**config.mk**
```make
export PLATFORM = sky130hd
export DESIGN_NAME = hazard_forward_unit_flat
export DESIGN_NICKNAME = d
export VERILOG_FILES = /design/src/rtl/hazard_forward_unit_pkg.sv /design/src/rtl/hazard_forward_unit_if.sv /design/src/rtl/hazard_forward_unit_fwd_sel.sv /design/src/rtl/hazard_forward_unit.sv /design/src/flat_wrapper.sv
export SDC_FILE = /design/constraint.sdc
export NUM_CORES = 1
export LEC_CHECK = 0
export CORE_MARGIN = 5
export CORE_UTILIZATION = 45
export CTS_CLUSTER_DIAMETER = 100
export DETAILED_ROUTE_END_ITERATION = 10
export PLACE_DENSITY_LB_ADDON = 0.25
export SETUP_SLACK_MARGIN = 0.4
export SYNTH_ARGS = -nofsm -noshare
export SYNTH_HDL_FRONTEND = slang
export SYNTH_SLANG_ARGS = --single-unit
```
**constraint.sdc**
```tcl
create_clock -name clk -period 3.1 [get_ports clk]
set_clock_uncertainty 0.2 [all_clocks]
set_input_delay 0.93 -clock clk [delete_from_list [all_inputs] [get_ports clk]]
set_output_delay 0.93 -clock clk [all_outputs]
set_load 0.01 [all_outputs]
```
**src/rtl/hazard_forward_unit_pkg.sv**
```systemverilog
// Shared types and constants for the hazard/forwarding unit: operand select
// encodings and the per-stage shadow record.
package hazard_pkg;

   localparam int REG_ADDR_W = 5;

   typedef logic [REG_ADDR_W-1:0] reg_addr_t;

   typedef enum logic [1:0] {
      FWD_REG = 2'b00,
      FWD_WB  = 2'b01,
      FWD_MEM = 2'b10
   } fwd_sel_e;

   // What the hazard unit remembers about an instruction after it leaves EX.
   typedef struct packed {
      reg_addr_t rd;
      logic      reg_write;
      logic      mem_read;
   } shadow_t;

   localparam shadow_t SHADOW_NONE = '{rd: '0, reg_write: 1'b0, mem_read: 1'b0};

endpackage

```
**src/rtl/hazard_forward_unit_if.sv**
```systemverilog
// Bundle between the ID/EX pipeline registers and the hazard unit.
// The pipeline side drives stage fields; the hazard unit returns controls.
interface hazard_forward_unit_if #(
   parameter int CNT_W = 16
);
   import hazard_pkg::*;

   reg_addr_t          RS1_ID;
   reg_addr_t          RS2_ID;
   reg_addr_t          RS1_EX;
   reg_addr_t          RS2_EX;
   reg_addr_t          RD_EX;
   logic               RegWrite_EX;
   logic               MemRead_EX;
   logic               PCSrc_EX;
   logic [1:0]         forwardA;
   logic [1:0]         forwardB;
   logic               PCWrite;
   logic               IF_ID_Write;
   logic               ID_EX_Bubble;
   logic               IF_ID_Flush;
   logic [CNT_W-1:0]   stall_cnt;
   logic [CNT_W-1:0]   flush_cnt;

   modport master (
      output RS1_ID, RS2_ID, RS1_EX, RS2_EX, RD_EX,
      output RegWrite_EX, MemRead_EX, PCSrc_EX,
      input  forwardA, forwardB, PCWrite, IF_ID_Write,
      input  ID_EX_Bubble, IF_ID_Flush, stall_cnt, flush_cnt
   );

   modport slave (
      input  RS1_ID, RS2_ID, RS1_EX, RS2_EX, RD_EX,
      input  RegWrite_EX, MemRead_EX, PCSrc_EX,
      output forwardA, forwardB, PCWrite, IF_ID_Write,
      output ID_EX_Bubble, IF_ID_Flush, stall_cnt, flush_cnt
   );

endinterface

```
**src/rtl/hazard_forward_unit_fwd_sel.sv**
```systemverilog
// Forwarding select for one EX source operand; the youngest in-flight writer
// wins and x0 is never forwarded.
module fwd_sel
   import hazard_pkg::*;
(
   input  reg_addr_t rs_i,
   input  shadow_t   mem_i,
   input  shadow_t   wb_i,
   output fwd_sel_e  sel_o
);

   logic mem_hit;
   logic wb_hit;

   assign mem_hit = mem_i.reg_write && (mem_i.rd != '0) && (mem_i.rd == rs_i);
   assign wb_hit  = wb_i.reg_write  && (wb_i.rd  != '0) && (wb_i.rd  == rs_i);

   always_comb begin
      // NOTE: default first so every path assigns sel_o and no latch is inferred.
      sel_o = FWD_REG;
      if (mem_hit) begin
         sel_o = FWD_MEM;
      end else if (wb_hit) begin
         sel_o = FWD_WB;
      end
   end

endmodule

```
**src/rtl/hazard_forward_unit.sv**
```systemverilog
// Pipeline hazard controller: EX operand forwarding, load-use stall,
// taken-branch flush and saturating event counters.
module hazard_forward_unit
   import hazard_pkg::*;
#(
   parameter int CNT_W = 16
) (
   input logic                  clk,
   input logic                  reset,
   hazard_forward_unit_if.slave hz
);

   shadow_t          mem_q, mem_d;
   shadow_t          wb_q,  wb_d;
   logic [CNT_W-1:0] stall_cnt_q, stall_cnt_d;
   logic [CNT_W-1:0] flush_cnt_q, flush_cnt_d;

   fwd_sel_e sel_a;
   fwd_sel_e sel_b;
   logic     luh;
   logic     stall;
   logic     flush;

   fwd_sel u_fwd_a (.rs_i(hz.RS1_EX), .mem_i(mem_q), .wb_i(wb_q), .sel_o(sel_a));
   fwd_sel u_fwd_b (.rs_i(hz.RS2_EX), .mem_i(mem_q), .wb_i(wb_q), .sel_o(sel_b));

   // A stall or flush is suppressed while reset is held so the pending event is dropped.
   assign luh   = hz.MemRead_EX && (hz.RD_EX != '0) &&
                  ((hz.RD_EX == hz.RS1_ID) || (hz.RD_EX == hz.RS2_ID));
   assign flush = reset && hz.PCSrc_EX;
   assign stall = reset && luh && !hz.PCSrc_EX;

   // The EX instruction always advances, so shadows shift unconditionally.
   assign mem_d = '{rd: hz.RD_EX, reg_write: hz.RegWrite_EX, mem_read: hz.MemRead_EX};
   assign wb_d  = mem_q;

   always_comb begin
      stall_cnt_d = stall_cnt_q;
      flush_cnt_d = flush_cnt_q;
      if (stall && (stall_cnt_q != '1)) stall_cnt_d = stall_cnt_q + CNT_W'(1);
      if (flush && (flush_cnt_q != '1)) flush_cnt_d = flush_cnt_q + CNT_W'(1);
   end

   always_ff @(posedge clk) begin
      // NOTE: non-blocking assignments so every register samples pre-edge values.
      if (!reset) begin
         mem_q       <= SHADOW_NONE;
         wb_q        <= SHADOW_NONE;
         stall_cnt_q <= '0;
         flush_cnt_q <= '0;
      end else begin
         mem_q       <= mem_d;
         wb_q        <= wb_d;
         stall_cnt_q <= stall_cnt_d;
         flush_cnt_q <= flush_cnt_d;
      end
   end

   assign hz.forwardA     = reset ? sel_a : FWD_REG;
   assign hz.forwardB     = reset ? sel_b : FWD_REG;
   assign hz.PCWrite      = !stall;
   assign hz.IF_ID_Write  = !stall;
   assign hz.ID_EX_Bubble = stall || flush;
   assign hz.IF_ID_Flush  = flush;
   assign hz.stall_cnt    = stall_cnt_q;
   assign hz.flush_cnt    = flush_cnt_q;

endmodule

```
**src/flat_wrapper.sv**
```systemverilog
// flat-port wrapper written by rule: the top's interface ports become plain ports
module hazard_forward_unit_flat import hazard_pkg::*;
#(
   parameter int CNT_W = 16
)
  (clk, reset, hz_RS1_ID, hz_RS2_ID, hz_RS1_EX, hz_RS2_EX, hz_RD_EX, hz_RegWrite_EX, hz_MemRead_EX, hz_PCSrc_EX, hz_forwardA, hz_forwardB, hz_PCWrite, hz_IF_ID_Write, hz_ID_EX_Bubble, hz_IF_ID_Flush, hz_stall_cnt, hz_flush_cnt);
  hazard_forward_unit_if #(.CNT_W(CNT_W)) hz_i ();
  input logic clk;
  input logic reset;
  input wire logic [$bits(hz_i.RS1_ID)-1:0] hz_RS1_ID;
  input wire logic [$bits(hz_i.RS2_ID)-1:0] hz_RS2_ID;
  input wire logic [$bits(hz_i.RS1_EX)-1:0] hz_RS1_EX;
  input wire logic [$bits(hz_i.RS2_EX)-1:0] hz_RS2_EX;
  input wire logic [$bits(hz_i.RD_EX)-1:0] hz_RD_EX;
  input wire logic [$bits(hz_i.RegWrite_EX)-1:0] hz_RegWrite_EX;
  input wire logic [$bits(hz_i.MemRead_EX)-1:0] hz_MemRead_EX;
  input wire logic [$bits(hz_i.PCSrc_EX)-1:0] hz_PCSrc_EX;
  output wire logic [$bits(hz_i.forwardA)-1:0] hz_forwardA;
  output wire logic [$bits(hz_i.forwardB)-1:0] hz_forwardB;
  output wire logic [$bits(hz_i.PCWrite)-1:0] hz_PCWrite;
  output wire logic [$bits(hz_i.IF_ID_Write)-1:0] hz_IF_ID_Write;
  output wire logic [$bits(hz_i.ID_EX_Bubble)-1:0] hz_ID_EX_Bubble;
  output wire logic [$bits(hz_i.IF_ID_Flush)-1:0] hz_IF_ID_Flush;
  output wire logic [$bits(hz_i.stall_cnt)-1:0] hz_stall_cnt;
  output wire logic [$bits(hz_i.flush_cnt)-1:0] hz_flush_cnt;
  assign hz_i.RS1_ID = hz_RS1_ID;
  assign hz_i.RS2_ID = hz_RS2_ID;
  assign hz_i.RS1_EX = hz_RS1_EX;
  assign hz_i.RS2_EX = hz_RS2_EX;
  assign hz_i.RD_EX = hz_RD_EX;
  assign hz_i.RegWrite_EX = hz_RegWrite_EX;
  assign hz_i.MemRead_EX = hz_MemRead_EX;
  assign hz_i.PCSrc_EX = hz_PCSrc_EX;
  assign hz_forwardA = hz_i.forwardA;
  assign hz_forwardB = hz_i.forwardB;
  assign hz_PCWrite = hz_i.PCWrite;
  assign hz_IF_ID_Write = hz_i.IF_ID_Write;
  assign hz_ID_EX_Bubble = hz_i.ID_EX_Bubble;
  assign hz_IF_ID_Flush = hz_i.IF_ID_Flush;
  assign hz_stall_cnt = hz_i.stall_cnt;
  assign hz_flush_cnt = hz_i.flush_cnt;
  hazard_forward_unit #(.CNT_W(CNT_W)) u_core (.clk(clk), .reset(reset), .hz(hz_i));
endmodule
```
==> impl_metrics.ini, run 1 <==
[drt]
drc = 0
vias_per_cell = 5.50
finalWirelength_um = 6980
drtPass1Iterations = 4
ant_nets = 0
detail_route.wl_per_cell_um = 15.7
drtIter0Drc = 131
vias = 2453

[setup_path]
critPathSlowestCell = or4_4
startpoint = hz_RS1_EX[4]
critPathCapture = hz_forwardA[0]
critical-path-max-stage-delay_ns = 0.55
reg2reg_depth = 6
critPathMaxFanout = 2
end_kind = output port
critPathRequiredTime_ns = 1.97
regToRegSetupSlack_ns = 0.96
path_cells = buf_6, xor2_1, or4_4, nor4_4, buf_2
worstPathArrival_ns = 2.02
worstSetupPathType = input pin to output port
start_kind = input pin
r2r_start = u_core.hz.flush_cnt[1]
r2r_end = u_core.hz.flush_cnt[7]

[timing]
slew_violations = 0
fin_setup_tns_ns = -0.0857
slew_headroom_pct = 68.1
setup_ws_ns = -0.0500
setup_viol = 2
max_freq_mhz = 317
finalCriticalPeriod_ns = 3.15
period_share_pct = 102
finalHoldViolCount = 0
rsz0062_at_grt = true
tightest_slew_ns = 0.476

[grt]
antenna_found_initial = 0
grt_max_degree = 28
grt_pass1_vias = 2494
grt_pass1_wl_um = 12000
overflow = 0
grt_usage_pct = 20.6

[floorplanning]
dieArea_sq_mm = 0.00687
ios = 70
num_rows = 26
die_x_um = 82.9
core_area_sq_mm = 0.00514
start_util_pct = 46.5
die_y_um = 82.9

[pwr]
p_sw_share_pct = 25.3
p_total_mw = 1.17
max-vdd-ir-drop_mv = 0.179
p_leak_nw = 1.43
pwr-share-comb_pct = 18.2
p_switching_mw = 0.295
clkPwrFrac_pct = 31.7
seq_power_share_pct = 50.1
p_int_mw = 0.871
powerDensity_mw_per_mm2 = 311

[logic_synthesis]
ys_warn_count = 0
synth_cell_types = 40
syn_inst = 274
yosysSeqAreaShare_pct = 36.8
synth_area_sq_mm = 0.00239
syn_area_per_cell_sq_um = 8.73
synth_edf_count = 0
synth-compound-area-share_pct = 11.8
ys.flop_type = dfxtp_1
synth_nets = 306
synthXorXnorAreaFrac_pct = 14.7
synthAdderAreaFrac_pct = 1.05
yosys.area_share.simple_pct = 28.6
async_flop_share_pct = 0
synth_top_family_by_area = simple AND/OR/NAND/NOR gates
synthMuxAreaShare_pct = 3.35
synth-seq-cells = 44

[cts]
clk_path_buf_depth = 2
clk_latency_ns = 0.29
ctsHtreeMaxLevel = 2
cts_made_buffers = 5
clock-root-buffer = clkbuf_8
cts.sinks = 44
cts.reportedPaths.clkPinSlew_ns = 0.08
cts_hold_buf = 0
cts_tree = built

[finish]
layout.nets = 407
final_cell_mix = dfxtp_1 (42), clkdlybuf4s50_1 (33), buf_4 (26)
final_common_cell = dfxtp_1
drive_gt1_share_pct = 28.2
design_area_sq_mm = 0.00374
n_antenna_cell = 0
instances_no_fill = 446
final_core_util_pct = 72.9
syn2layout_area_growth_pct = 56.6

[placed_design]
io_buffers = 69
dp.cells = 433
hpwl_um = 4890
dpl-instance-area_sq_mm = 0.00344
globalplace.congestion = 0.822

[job]
cap_violations = 0

[worst_hold_path]
whs_path_depth = 1
hp-start = u_core.mem_q[1]
hp-class = register to register

[run_status]
status = finished, violations left
violations = setup timing
Yosys cell counts (all sizes together) (4+ instances only):
cell type / number / area share [%]
nand3: 16 / 3.3
nor4: 11 / 3.1
nor2: 16 / 2.5
clkbuf: 4 / 0.63
o21ai: 7 / 1.6
nor3: 5 / 1.3
xnor2: 12 / 4.4
dfxtp: 44 / 37
and2: 17 / 4.4
o31ai: 7 / 2.2
mux2i: 8 / 3.3
or4: 11 / 3.5
inv: 6 / 0.94
nand2b: 5 / 1.3
buf: 7 / 2.0
nand4: 15 / 3.9
xor2: 28 / 10
nand2: 20 / 3.1
a21oi: 13 / 2.7
layer usage:
| metal | track usage (%) | share of wire, % | vias up |
|---|---|---|---|
| met2 | 37.5 | 54 | 78 |
| met4 | 5.35 | 1.3 | 0 |
| met3 | 5.05 | 4.8 | 12 |
| met5 | 0 | 0 | - |
| met1 | 23.8 | 40 | 1172 |
| li1 | - | - | 1191 |
worst max-delay path: cells and delay by family:
kind	cells	cell delay, ns
simple gates	2	0.69
buf+inv	2	0.27
xor+xnor	1	0.13
state kept, by name (all words and copies together) (netlist names):
name	count
u_core.hz.flush_cnt	16
u_core.wb_q	6
u_core.mem_q	6
u_core.hz.stall_cnt	16
area by class of cell:
type                            count  area (sq um)
Timing Repair Buffer              105          1010
Multi-Input combinational cell    212          1640
Fill cell                         407          1400
Clock buffer                        8          90.1
Tap cell                           70          87.6
Sequential cell                    44           883
Inverter                            7          26.3
power by group through the flow:
| stage | registers [mW] | logic [mW] | clock network [mW] |
|---|---|---|---|
| after detailed placement | 0.597 | 0.179 | 0 |
| after global routing | 0.586 | 0.228 | 0.395 |
| after floorplan | 0.598 | 0.0802 | 0 |
| after CTS | 0.583 | 0.207 | 0.371 |
| final | 0.584 | 0.212 | 0.370 |
| after global placement | 0.596 | 0.173 | 0 |
worst min path at each step:
stage / slack (ns) / endpoint
final: 0.27 / u_core.wb_q[1]
after global placement: 0.24 / u_core.wb_q[1]
after global routing: 0.30 / u_core.wb_q[1]
after CTS: 0.28 / u_core.wb_q[1]
after detailed placement: 0.26 / u_core.wb_q[1]
after floorplan: 0.23 / u_core.wb_q[1]
cell families (layout without fill, tap and decap cells):
family / count (synthesis) / in the layout
AND/OR/NAND/NOR: 122 / 122
buffers and inverters: 18 / 120
adder cells (fa/ha/maj): 2 / 2
AO/OA/AOI/OAI: 40 / 40
XOR/XNOR: 40 / 40
flip-flops: 44 / 44
multiplexers: 8 / 8
per-stage QoR:
stage | hold slack (ns) | setup slack (ns)
2_1_floorplan | 0.226 | -0.0226
5_1_grt | 0.296 | -0.0774
3_3_place_gp | 0.245 | -0.902
4_1_cts | 0.275 | -0.107
3_5_place_dp | 0.257 | -0.896
6_report | 0.273 | -0.0500
timing repair:
action | CTS | global route
pin swaps | 32 | 11
resized for setup | 165 | 11
gates cloned | 2 | 0
setup buffers | 2 | 1
setup endpoints to repair | 28 | 7
No activity file was read; power rests on OpenSTA's default activity.
==> run 2, diff against run 1 <==
--- a/config.mk
+++ b/config.mk
@@ -5,10 +5,14 @@
 export SDC_FILE = /design/constraint.sdc
 export NUM_CORES = 1
 export LEC_CHECK = 0
+export ABC_AREA = 1
+export CELL_PAD_IN_SITES_DETAIL_PLACEMENT = 0
+export CELL_PAD_IN_SITES_GLOBAL_PLACEMENT = 1
 export CORE_MARGIN = 5
-export CORE_UTILIZATION = 45
+export CORE_UTILIZATION = 34
 export CTS_CLUSTER_DIAMETER = 100
 export DETAILED_ROUTE_END_ITERATION = 10
+export HOLD_SLACK_MARGIN = 0.05
 export PLACE_DENSITY_LB_ADDON = 0.25
 export SETUP_SLACK_MARGIN = 0.4
 export SYNTH_ARGS = -nofsm -noshare
==> run 2 against run 1 <==
  * The run now ends clean
  * Combinational power fell by 12%
  * Power fell by 3.9%
  * Die area rose by 51%
  * Via count rose by 23%
  * Critical path type unchanged
  * First-iteration DRC count fell by 25%
  * Clock-buffer cell count fell by 2
  * Critical endpoint is now hz_forwardB[1]
  * Synthesized cell count rose by 63%
==> impl_metrics.ini, run 2 <==
[run_status]
status = complete, no violations

[finish]
final_cell_mix = nand2_1 (110), inv_1 (63), dfxtp_1 (44)
n_antenna_cell = 0
final_common_cell = nand2_1
instances_no_fill = 633
drive_gt1_share_pct = 22.2
final_core_util_pct = 48.0
syn2layout_area_growth_pct = 37.5
layout.nets = 560

[logic_synthesis]
ys_top_cells_by_area = dfxtp_1 (31%), nand2_1 (16%), inv_1 (8.6%)
syn_area_per_cell_sq_um = 6.43
synth_edf_count = 0
synth_area_sq_mm = 0.00287
ys.flop_type = dfxtp_1
synth_top_area_share_pct = 30.7
yosysSeqAreaShare_pct = 30.7
synthAdderAreaFrac_pct = 0.873
synth_common_cells = nand2_1 (120), inv_1 (66), nor2_1 (47)
synth_top_family_by_area = simple AND/OR/NAND/NOR gates
synth-seq-cells = 44
async_flop_share_pct = 0
yosys.area_share.simple_pct = 40.8
synthXorXnorAreaFrac_pct = 7.64
synth_area_leader_cell = dfxtp_1
synth-compound-area-share_pct = 6.81
synth_most_common_cell = nand2_1
ys_warn_count = 0
synthMuxAreaShare_pct = 0
syn_inst = 446
synth_nets = 478
synth_cell_types = 35

[timing]
setup_viol = 0
tightest_slew_ns = 0.367
slew_violations = 0
rsz0062_at_grt = true
finalCriticalPeriod_ns = 2.95
fin_setup_tns_ns = 0
max_freq_mhz = 339
slew_headroom_pct = 75.5
finalHoldViolCount = 0
period_share_pct = 95.2

[floorplanning]
num_rows = 33
start_util_pct = 34.9
dieArea_sq_mm = 0.0104
core_area_sq_mm = 0.00822
ios = 70
die_x_um = 102
die_y_um = 102

[setup_path]
reg2reg_depth = 8
r2r_start = u_core.hz.stall_cnt[0]
critical-path-max-stage-delay_ns = 0.22
critPathMaxFanout = 3
r2r_end = u_core.hz.stall_cnt[0]
critPathSlowestCell = nor3_2
regToRegSetupSlack_ns = 1.00
end_kind = output port
start_kind = input pin
worstPathArrival_ns = 1.82
path_cells = clkdlybuf4s15_2, xor2_1, nor3_2, nand2_1, nor2_4, buf_6
critPathRequiredTime_ns = 1.97
worstSetupPathType = input pin to output port

[cts]
cts.sinks = 44
clk_latency_ns = 0.29
ctsHtreeMaxLevel = 2
cts.reportedPaths.clkPinSlew_ns = 0.08
cts_hold_buf = 0
cts_made_buffers = 5
cts_tree = built
clk_path_buf_depth = 2
clock-root-buffer = clkbuf_8

[drt]
vias = 3012
wl_met3_um = 315
ant_nets = 0
finalWirelength_um = 7850
routed-wl-met2_um = 3930
drtIter0Drc = 98
drc = 0
drtPass1Iterations = 4
vias_per_cell = 4.76
topRoutingLayerUsed = met4
met1_length_um = 3490
detail_route.wl_per_cell_um = 12.4

[grt]
grt_pass1_wl_um = 13100
grt_max_degree = 24
antenna_found_initial = 0
overflow = 0
grt_usage_pct = 15.4
grt_pass1_vias = 2810

[job]
cap_violations = 0

[worst_hold_path]
whs_path_depth = 2
hp-start = u_core.mem_q[1]
hp-class = register to register
whs_endpoint = u_core.wb_q[1]

[pwr]
p_total_mw = 1.12
max-vdd-ir-drop_mv = 0.153
p_leak_nw = 1.77
powerDensity_mw_per_mm2 = 284

[placed_design]
io_buffers = 69
globalplace.congestion = 0.824
dp.cells = 621
hpwl_um = 5930
-- run 2: cell count changes after synthesis, moves of 7 or more --
cell / change
inv_1: +60
o31ai_1: -7
nor2_1: +31
nor4_1: -9
a21oi_1: +8
xor2_1: -14
nand4_1: +10
nand2_1: +100
or4_1: -11
and2_1: -17
inv_2: +8
mux2i_1: -8
nand3_1: +9
-- run 2: timing repair --
item                       4_1_cts  5_1_grt
setup buffers                    2        3
resized for setup              177       24
setup endpoints to repair       18        8
pin swaps                       41       24
-- run 2: logic make-up after synthesis --
| logic type | count (synthesis) |
|---|---|
| and+or+nand+nor | 250 |
| adders and majority gates | 2 |
| buffers and inverters | 88 |
| DFF | 44 |
| xor gates and xnor gates | 25 |
| AOI/OAI and AO/OA | 37 |
-- run 2: routing by layer --
metal / track usage (%) / up-vias
li1: - / 1573
met1: 19.4 / 1368
met5: 0 / -
met3: 2.32 / 9
met4: 4.84 / 0
met2: 27.3 / 62
-- run 2: critical path, delay by kind of cell --
family / cells / cell delay, ns
buffers and inverters: 2 / 0.31
XOR/XNOR: 1 / 0.15
AND/OR/NAND/NOR: 3 / 0.43
-- run 2: final cells by class --
class / instances / area (sq um)
flip-flops and latches: 44 / 881
repair buffers: 89 / 830
well taps: 105 / 131
clock buffers: 6 / 72.6
fillers: 876 / 4280
inverters: 74 / 280
multi-input cells: 314 / 1740
clock inverters: 1 / 5.00
-- run 2: through the flow --
stage	worst slack (ns)	cell area [sq um]	hold slack (ns)
after floorplan	0.320	2920	0.207
after global placement	-0.706	3740	0.237
after detailed placement	-0.723	3740	0.250
after CTS	0.0865	3850	0.261
after global routing	0.0680	3940	0.297
final	0.148	3940	0.271
-- run 2: how the worst max path moves through the flow --
stage                 startpoint         endpoint
floorplan            hz_RD_EX[0]       hz_PCWrite
global placement     hz_RD_EX[0]       hz_PCWrite
detailed placement   hz_RD_EX[0]  hz_ID_EX_Bubble
CTS                 hz_RS2_EX[4]   hz_forwardB[1]
global route        hz_RS2_EX[2]   hz_forwardB[0]
finish              hz_RS2_EX[1]   hz_forwardB[1]
-- run 2: where the power goes --
group	internal, mW	leakage [nW]	switching [mW]	total (mW)
registers	0.574	0.357	0.0117	0.586
logic	0.0928	1.37	0.0933	0.186
clock network	0.154	0.0410	0.195	0.349
==> run 3, diff against run 2 <==
--- a/config.mk
+++ b/config.mk
@@ -9,9 +9,10 @@
 export CELL_PAD_IN_SITES_DETAIL_PLACEMENT = 0
 export CELL_PAD_IN_SITES_GLOBAL_PLACEMENT = 1
 export CORE_MARGIN = 5
-export CORE_UTILIZATION = 34
+export CORE_UTILIZATION = 37
 export CTS_CLUSTER_DIAMETER = 100
 export DETAILED_ROUTE_END_ITERATION = 10
+export GPL_ROUTABILITY_DRIVEN = 0
 export HOLD_SLACK_MARGIN = 0.05
 export PLACE_DENSITY_LB_ADDON = 0.25
 export SETUP_SLACK_MARGIN = 0.4
==> constraint.sdc (replaced) <==
create_clock -name clk -period 3.72 [get_ports clk]
set_clock_uncertainty 0.2 [all_clocks]
set_input_delay 1.116 -clock clk [delete_from_list [all_inputs] [get_ports clk]]
set_output_delay 1.116 -clock clk [all_outputs]
set_load 0.01 [all_outputs]
==> run 3 against run 2 <==
  * Register-to-register slack improved by 0.58 ns
  * Sequential share of layout area rose by 0.42 points
  * Power fell by 8.1%
  * Clock-buffer cell count rose by 1
  * Non-clock buffer count fell by 2
  * Sequential power fell by 17%
  * Global-route usage rose by 0.26 points
  * Combinational power fell by 24%
  * Clock power rose by 15%
  * Worst setup slack improved by 0.28 ns
  * Final cell count fell by 0.63%
  * Flip-flop and latch count did not move
  * Critical endpoint is now hz_forwardB[0]
  * Largest power group unchanged
  * Highest routed layer unchanged
==> impl_metrics.ini, run 3 (same netlist as run 2, synthesis figures left out) <==
[grt]
grt_usage_pct = 15.7
antenna_found_initial = 0
grt_max_degree = 27
overflow = 0
grt_pass1_vias = 2812
grt_pass1_wl_um = 12700

[setup_path]
r2r_start = u_core.hz.stall_cnt[0]
start_kind = input pin
end_kind = output port
critPathMaxFanout = 2
path_cells = buf_2, xnor2_2, o211ai_1, nor2_1, nand4_1, a21oi_1, buf_2
critical-path-max-stage-delay_ns = 0.15
critPathRequiredTime_ns = 2.40
startpoint = hz_RS2_EX[2]
worstPathArrival_ns = 1.98
critPathSlowestCell = buf_2
crit_top_cell = buf_2
worstSetupPathType = input pin to output port

[drt]
drtIter0Drc = 120
ant_nets = 0
drc = 0
detail_route.wl_per_cell_um = 11.9
vias = 2942
finalWirelength_um = 7480
drtPass1Iterations = 4
vias_per_cell = 4.68

[timing]
finalCriticalPeriod_ns = 3.29
period_share_pct = 88.5
slew_violations = 0
max_freq_mhz = 304
tightest_slew_ns = 0.382
setup_viol = 0
slew_headroom_pct = 74.4
rsz0062_at_grt = true
fin_setup_tns_ns = 0
finalHoldViolCount = 0

[cts]
cts_hold_buf = 0
cts.sinks = 44
ctsHtreeMaxLevel = 2
cts.reportedPaths.clkPinSlew_ns = 0.08
clock-root-buffer = clkbuf_8
cts_made_buffers = 5
cts_tree = built
clk_path_buf_depth = 2
clk_latency_ns = 0.30

[placed_design]
io_buffers = 69
hpwl_um = 5680
dpl-instance-area_sq_mm = 0.00370

[run_status]
status = complete, no violations

[pwr]
clkPwrFrac_pct = 38.8
p_total_mw = 1.03
powerDensity_mw_per_mm2 = 266
p_sw_share_pct = 23.9
p_switching_mw = 0.247
pwr-share-comb_pct = 13.8
seq_power_share_pct = 47.4
p_leak_nw = 1.76
max-vdd-ir-drop_mv = 0.131
p_int_mw = 0.783

[floorplanning]
die_y_um = 98.0
start_util_pct = 37.5
ios = 70
die_x_um = 98.0
core_area_sq_mm = 0.00765
dieArea_sq_mm = 0.00961
num_rows = 32

[finish]
syn2layout_area_growth_pct = 35.0
layout.nets = 558
drive_gt1_share_pct = 21.3
final_common_cell = nand2_1
design_area_sq_mm = 0.00387
final_core_util_pct = 50.6
final_cell_mix = nand2_1 (113), inv_1 (61), dfxtp_1 (44)
n_antenna_cell = 0

[job]
cap_violations = 0

[worst_hold_path]
hp-start = u_core.mem_q[1]
hp-class = register to register
-- run 3: layout make-up --
type,count,area [sq um]
timing repair buffer,87,746
multi-input combinational,314,1710
fill,793,3780
clock inverter,1,30.0
clock buffer,7,96.3
sequential,44,881
tap,102,128
inverter,74,278
-- run 3: critical path, delay by kind of cell --
kind	cells	cell delay, ns
simple gates	2	0.20
buf+inv	2	0.28
xor+xnor	1	0.13
compound gates	2	0.25
-- run 3: path summary, 6_finish.rpt --
check / slack (ns) / cells after the start / endpoint
max: 0.43 / 7 / hz_forwardB[0]
min: 0.24 / 2 / u_core.wb_q[1]
max reg2reg: 1.58 / 8 / u_core.hz.stall_cnt[2]
min reg2reg: 0.24 / 2 / u_core.wb_q[1]
-- run 3: power by group through the flow --
stage | clock (mW) | sequential, mW | combinational, mW
floorplan | 0 | 0.497 | 0.0680
global placement | 0 | 0.498 | 0.134
detailed placement | 0 | 0.498 | 0.136
CTS | 0.411 | 0.487 | 0.129
global route | 0.436 | 0.490 | 0.157
finish | 0.400 | 0.488 | 0.142
-- run 3: stage by stage --
stage | worst slack, ns | cells | hold WS [ns]
after floorplan | 0.463 | 446 | 0.207
after global placement | -0.449 | 619 | 0.227
after detailed placement | -0.460 | 619 | 0.232
after CTS | 0.400 | 628 | 0.243
after global routing | 0.370 | 629 | 0.263
final | 0.428 | 629 | 0.240
-- run 3: layer usage --
layer | GRT usage [%] | vias up | wire length (um)
met4 | 4.15 | 0 | 78
met1 | 19.7 | 1307 | 3260
met2 | 27.0 | 62 | 3780
li1 | - | 1567 | -
met5 | 0 | - | 0
met3 | 3.71 | 6 | 358
-- run 3: repair_timing --
action	in CTS	in global routing
buffers inserted	1	1
resized for setup	138	41
pin swaps	38	23
setup endpoints to repair	8	7
